==> src/rtl/cpu_pkg.sv <==
// Shared core definitions: read-return owner encoding for the memory arbiter
// and the MMIO addresses used by the upstream address decoder.
package cpu_pkg;

  // Which port the word on ram_rdata belongs to in the current cycle.
  typedef enum logic [1:0] {
    OWN_NONE = 2'd0,
    OWN_INST = 2'd1,
    OWN_DATA = 2'd2
  } owner_e;

  // MMIO map, decoded before the arbiter; d_req never carries these.
  localparam logic [31:0] SEG_ADDR  = 32'h0000_0000;
  localparam logic [31:0] UART_ADDR = 32'h0000_0004;

endpackage

==> src/rtl/mem_arbiter_starve_counter.sv <==
// Saturating counter of consecutive data grants taken while a fetch waits.
// clr has priority over inc; at_max tells the arbiter to force a fetch grant.
module starve_counter #(
  parameter int unsigned MAX = 4
) (
  input  logic clk,
  input  logic rst_n,
  input  logic inc,
  input  logic clr,
  output logic at_max
);

  localparam int unsigned CW = (MAX < 1) ? 1 : $clog2(MAX + 1);

  logic [CW-1:0] cnt;

  assign at_max = (cnt == CW'(MAX));

  // Count data grants taken over a waiting fetch; hold once saturated.
  always_ff @(posedge clk or negedge rst_n) begin
    if (!rst_n) begin
      cnt <= '0;
    end else if (clr) begin
      cnt <= '0;
    end else if (inc && !at_max) begin
      cnt <= cnt + CW'(1);
    end
  end

endmodule

==> src/rtl/mem_arbiter.sv <==
// Shares one single-port synchronous RAM (1-cycle read latency) between the
// instruction-fetch port and the data load/store port. Data has priority; a
// starvation counter forces a fetch grant after STARVE_MAX data grants taken
// while a fetch was waiting.
//
// Handshake (both ports): the requester raises X_req with stable address
// (and d_we/d_wdata) and holds it until X_gnt; a transfer occurs in every
// cycle where X_req & X_gnt. Dropping X_req before the grant is allowed and
// has no effect. A granted read returns with X_rvalid exactly one cycle
// later, with X_rdata valid in that same cycle; stores never return.
module mem_arbiter
  import cpu_pkg::*;
#(
  parameter int unsigned AW         = 15,
  parameter int unsigned STARVE_MAX = 4,
  parameter int unsigned DW         = 32
) (
  input  logic          clk,
  input  logic          rst_n,
  // Instruction fetch port
  input  logic          i_req,
  input  logic [31:0]   i_addr,
  output logic          i_gnt,
  output logic          i_rvalid,
  output logic [DW-1:0] i_rdata,
  // Data load/store port
  input  logic          d_req,
  input  logic          d_we,
  input  logic [31:0]   d_addr,
  input  logic [DW-1:0] d_wdata,
  output logic          d_gnt,
  output logic          d_rvalid,
  output logic [DW-1:0] d_rdata,
  // Single-port RAM
  output logic [AW-1:0] ram_addr,
  output logic          ram_we,
  output logic [DW-1:0] ram_wdata,
  input  logic [DW-1:0] ram_rdata
);

  logic          force_i;
  logic          at_max;
  owner_e        owner_q;
  owner_e        owner_d;
  logic [DW-1:0] i_rdata_q;
  logic [DW-1:0] d_rdata_q;

  // Byte-lane and high address bits are intentionally ignored.
  logic unused_addr_bits;
  assign unused_addr_bits = ^{i_addr[31:AW+2], i_addr[1:0],
                              d_addr[31:AW+2], d_addr[1:0]};

  // ---------------------------------------------------------------------
  // Grant: data first unless the fetch has waited STARVE_MAX data grants.
  // Both grants are held low while reset is asserted.
  // ---------------------------------------------------------------------
  assign force_i = i_req & at_max;
  assign d_gnt   = rst_n & d_req & ~force_i;
  assign i_gnt   = rst_n & i_req & ~d_gnt;

  starve_counter #(
    .MAX (STARVE_MAX)
  ) u_starve (
    .clk    (clk),
    .rst_n  (rst_n),
    .inc    (d_gnt & i_req),
    .clr    (i_gnt | ~i_req),
    .at_max (at_max)
  );

  // ---------------------------------------------------------------------
  // RAM drive: the granted port's word address; fetch address when idle.
  // ---------------------------------------------------------------------
  assign ram_addr  = d_gnt ? d_addr[AW+1:2] : i_addr[AW+1:2];
  assign ram_we    = d_gnt & d_we;
  assign ram_wdata = d_wdata;

  // Next read owner: whoever issued a read this cycle; stores leave NONE.
  always_comb begin
    owner_d = OWN_NONE;
    if (i_gnt) begin
      owner_d = OWN_INST;
    end else if (d_gnt && !d_we) begin
      owner_d = OWN_DATA;
    end
  end

  // Owner register: marks the cycle in which ram_rdata belongs to a port.
  always_ff @(posedge clk or negedge rst_n) begin
    if (!rst_n) begin
      owner_q <= OWN_NONE;
    end else begin
      owner_q <= owner_d;
    end
  end

  // ---------------------------------------------------------------------
  // Return path: rvalid is a decode of the owner register. rdata shows the
  // RAM word during the return cycle and the held copy afterwards, so the
  // word and its rvalid line up one cycle after the grant.
  // ---------------------------------------------------------------------
  assign i_rvalid = (owner_q == OWN_INST);
  assign d_rvalid = (owner_q == OWN_DATA);

  assign i_rdata = i_rvalid ? ram_rdata : i_rdata_q;
  assign d_rdata = d_rvalid ? ram_rdata : d_rdata_q;

  // Hold the last returned word of each port; the other port is untouched.
  always_ff @(posedge clk or negedge rst_n) begin
    if (!rst_n) begin
      i_rdata_q <= '0;
      d_rdata_q <= '0;
    end else begin
      if (i_rvalid) begin
        i_rdata_q <= ram_rdata;
      end
      if (d_rvalid) begin
        d_rdata_q <= ram_rdata;
      end
    end
  end

endmodule

==> config.mk <==
export PLATFORM = sky130hd
export DESIGN_NAME = mem_arbiter
export DESIGN_NICKNAME = d
export VERILOG_FILES = /design/src/rtl/cpu_pkg.sv /design/src/rtl/mem_arbiter_starve_counter.sv /design/src/rtl/mem_arbiter.sv
export SDC_FILE = /design/constraint.sdc
export NUM_CORES = 1
export LEC_CHECK = 0
export ABC_AREA = 0
export BUFFER_PORTS_ARGS = -buffer_cell sky130_fd_sc_hd__buf_2
export CORE_ASPECT_RATIO = 1.5
export CORE_UTILIZATION = 37
export DETAILED_ROUTE_END_ITERATION = 8
export GPL_TIMING_DRIVEN = 0
export PLACE_DENSITY_LB_ADDON = 0.3
export SLEW_MARGIN = 20
export SYNTH_ARGS = -nofsm -noshare
export SYNTH_HDL_FRONTEND = slang
export SYNTH_SLANG_ARGS = --single-unit
export TNS_END_PERCENT = 100
==> constraint.sdc <==
create_clock -name clk -period 1.71 [get_ports clk]
set_clock_uncertainty 0.15 [all_clocks]
set_input_delay 0.171 -clock clk [delete_from_list [all_inputs] [get_ports clk]]
set_output_delay 0.171 -clock clk [all_outputs]
set_load 0.05 [all_outputs]
==> flow_summary_export.csv <==
group,metric,value,unit
logic_synthesis,ys_warn_count,0,
sta,period_needed,2.14,ns
outcome,violations,"setup timing",
logic_synthesis,synth_xor_area_frac,0,
sta,layout_setup_ws,-0.428,ns
worst_setup_path,critPathLaunchType,"register",
worst_setup_path,slowest_stage,"dfrtp_1",
logic_synthesis,ys_top_cells_by_count,"dfrtp_1, mux2_4, buf_4",
logic_synthesis,netlist_top_cells_area,"dfrtp_1, mux2_4, buf_4",
global_route,antenna_found_initial,0,
final_layout,final_area,6640,um^2
placement,dpl_cell_area,4460,um^2
logic_synthesis,synthSimpleGateAreaFrac,0.0300,
drt,ant_nets,0,
worst_setup_path,cp.arrival,1.82,ns
logic_synthesis,synth_cells,218,
floorplan,core,8830,um^2
worst_setup_path,rr_startpoint,"owner_q[0]",
logic_synthesis,synth_top_area_share,0.512,
power,p_per_area,1170,nW/um^2
floorplan,initial_utilization,0.382,
sta,tightest_slew,0.265,ns
global_route,grt_max_degree,49,
sta,maxSlewViolCount,0,
worst_setup_path,path_class,"register to output pin",
worst_hold_path,hold_path_depth,3,
clock_tree,cts_made_buffers,9,
clock_tree,cts.htree.levels,3,
sta,rsz0062_at_grt,"yes",
clock_tree,ctsLongestPathBuffers,2,
global_route,grt_pass1_wl,14600,um
worst_setup_path,cpPeakStageDelay,0.39,ns
outcome,status,"finished, violations left",
logic_synthesis,synth_top_area_cell,"dfrtp_1",
floorplan,die_area,9510,um^2
worst_setup_path,r2r_cells,7,
clock_tree,cts_tree,"done",
clock_tree,cts_num_sinks,69,
floorplan,die-width,80.0,um
power,p_total,7.79,mW
drt,first_pass_iters,4,
sta,maxSlewHeadroom,0.824,
worst_setup_path,endpoint_kind,"output pin",
final_layout,num-nets-final,635,
clock_tree,clk_pin_slew,0.06,ns
flow_run,maxCapViolations,0,
final_layout,antenna_cells,0,
logic_synthesis,syn_avg_cell_area,15.5,um^2
final_layout,drive_gt1_frac,0.762,
final_layout,fin_util,0.752,
worst_setup_path,worstPathCellList,"inv_2 -> ha_4 -> nand3_4 -> nand3_4 -> buf_12 -> mux2_4 -> buf_8",
clock_tree,clock-root-buffer,"clkbuf_16",
final_layout,area_growth,96.8,%
worst_setup_path,timing.critical_path.buf_inv,3,
logic_synthesis,synth.most_common_cell,"dfrtp_1",
worst_hold_path,hold_class,"input port to register",
sta,post-route-period-util,1.25,
worst_hold_path,min_delay_worst_endpoint,"u_starve.cnt[2]",
power,ir_worst_vdd,0.000773,V
clock_tree,clock_latency,0.33,ns
worst_setup_path,crit_required,1.39,ns
global_route,overflow,0,
sta,hold_violations,0,
logic_synthesis,synthAdderAreaFrac,0.00742,
drt,vias,2749,
worst_setup_path,crit_fanout,5,
global_route,grt_usage,0.209,
worst_hold_path,hp-start,"d_req",
global_route,grt_pass1_vias,2955,
drt,drc_errors,0,
worst_setup_path,path_common_cell,"nand3_4",
logic_synthesis,synth_compound_area_frac,0.00705,
floorplan,num_rows,42,
drt,vias_per_cell,4.47,
logic_synthesis,seq_area_frac_synth,0.512,
logic_synthesis,synth_edf_count,0,
placement,gp_congestion,0.782,
worst_setup_path,crit_cells,7,
logic_synthesis,ys_seq_elements,69,
floorplan,die_h,119,um
drt,wl_per_cell,16.1,um
worst_setup_path,ff2ff_setup_slack,0.03,ns
logic_synthesis,synth.distinct_cells,19,
floorplan,io_pins,249,
power,p_leak,3.42,nW
sta,setup_viol,83,
logic_synthesis,synth_top_family_by_area,"multiplexers",
sta,fmax,468,MHz
worst_setup_path,reg2reg_to,"i_rdata_q[2]",
logic_synthesis,synth_flop_cell,"dfrtp_1",
placement,dp_hpwl,5500,um
logic_synthesis,async_flop_share,1.00,
logic_synthesis,synthesis.nets,353,
logic_synthesis,syn_area,3370,um^2
drt,drt-total-wl,9930,um
worst_setup_path,cp_top_family,"flip-flops",
placement,portBuffers,182,
drt,drt_iter0_drc,112,
sta,fin_setup_tns,-25.75,ns
logic_synthesis,synthMuxAreaShare,0.336,
cell usage in the layout (no fill, tap or decap), drive strengths merged, types with 2 or more instances in the layout:
cell         Yosys  layout
a21oi            2       2
buf             42     279
clkbuf           0       9
clkinvlp         0       2
dfrtp           69      69
dlygate4sd3      0      34
ha               2       2
inv              6       9
mux2            79      79
nand2b           4       4
nand3            5       5
nor2             4       4
final cells by class:
type	instances	area (um^2)
Timing Repair Buffer	272	2660
Clock buffer	9	225
Fill cell	524	2190
Tap cell	110	138
Sequential cell	69	1730
Inverter	6	25.0
Buffer	41	398
Clock inverter	7	80.1
Multi-Input combinational cell	101	1390
registers in the layout, summed over array words and instances, names as in the netlist:
register,cells
u_starve.cnt,3
d_rdata_q,32
owner_q,2
i_rdata_q,32
worst register-to-register path, delay by kind of cell, from the launching register on:
kind	cells	cell delay, ns
multiplexers	1	0.32
AND/OR/NAND/NOR	1	0.08
flip-flops	1	0.38
buffers and inverters	5	0.65
worst max-delay path by stage:
stage	from	to
detailed placement	u_starve.cnt[0]	ram_addr[9]
finish	u_starve.cnt[0]	ram_addr[0]
global placement	rst_n	ram_addr[9]
CTS	u_starve.cnt[1]	ram_addr[9]
floorplan	u_starve.cnt[0]	ram_we
global route	u_starve.cnt[0]	ram_addr[9]
repair_timing:
| action | CTS | global route |
|---|---|---|
| endpoints found under the hold margin | 128 | 0 |
| cloned | 8 | 0 |
| buffers inserted | 26 | 25 |
| endpoints found under the setup margin | 84 | 94 |
| hold buffers | 35 | 0 |
| gates resized for setup | 241 | 51 |
| pin swaps | 3 | 4 |
cell families (layout without fill, tap and decap cells):
family,count (synthesis),after routing
buf+inv,48,335
simple gates,16,16
mux,79,79
flops,69,69
compound gates,4,4
fa+ha+maj,2,2
power breakdown:
| part | switching, mW | internal, mW | total, mW |
|---|---|---|---|
| Sequential | 0.0988 | 1.95 | 2.05 |
| Clock | 0.745 | 1.15 | 1.89 |
| Combinational | 2.11 | 1.74 | 3.85 |
through the flow:
step	instances	hold WS, ns	setup WS (ns)
finish	615	0.0335	-0.428
global route	615	0.0177	-0.483
CTS	596	0.00663	-0.435
detailed placement	511	-0.0534	-0.215
global placement	510	0.193	-1.07
floorplan	218	-0.275	-0.0298
layer usage:
layer	track usage	vias up	part of all wire
met5	0	-	0
met4	0.0971	0	0.016
met3	0.0375	14	0.056
met2	0.384	139	0.56
met1	0.225	1315	0.37
li1	-	1281	-
(Power assumes the default switching activity.)
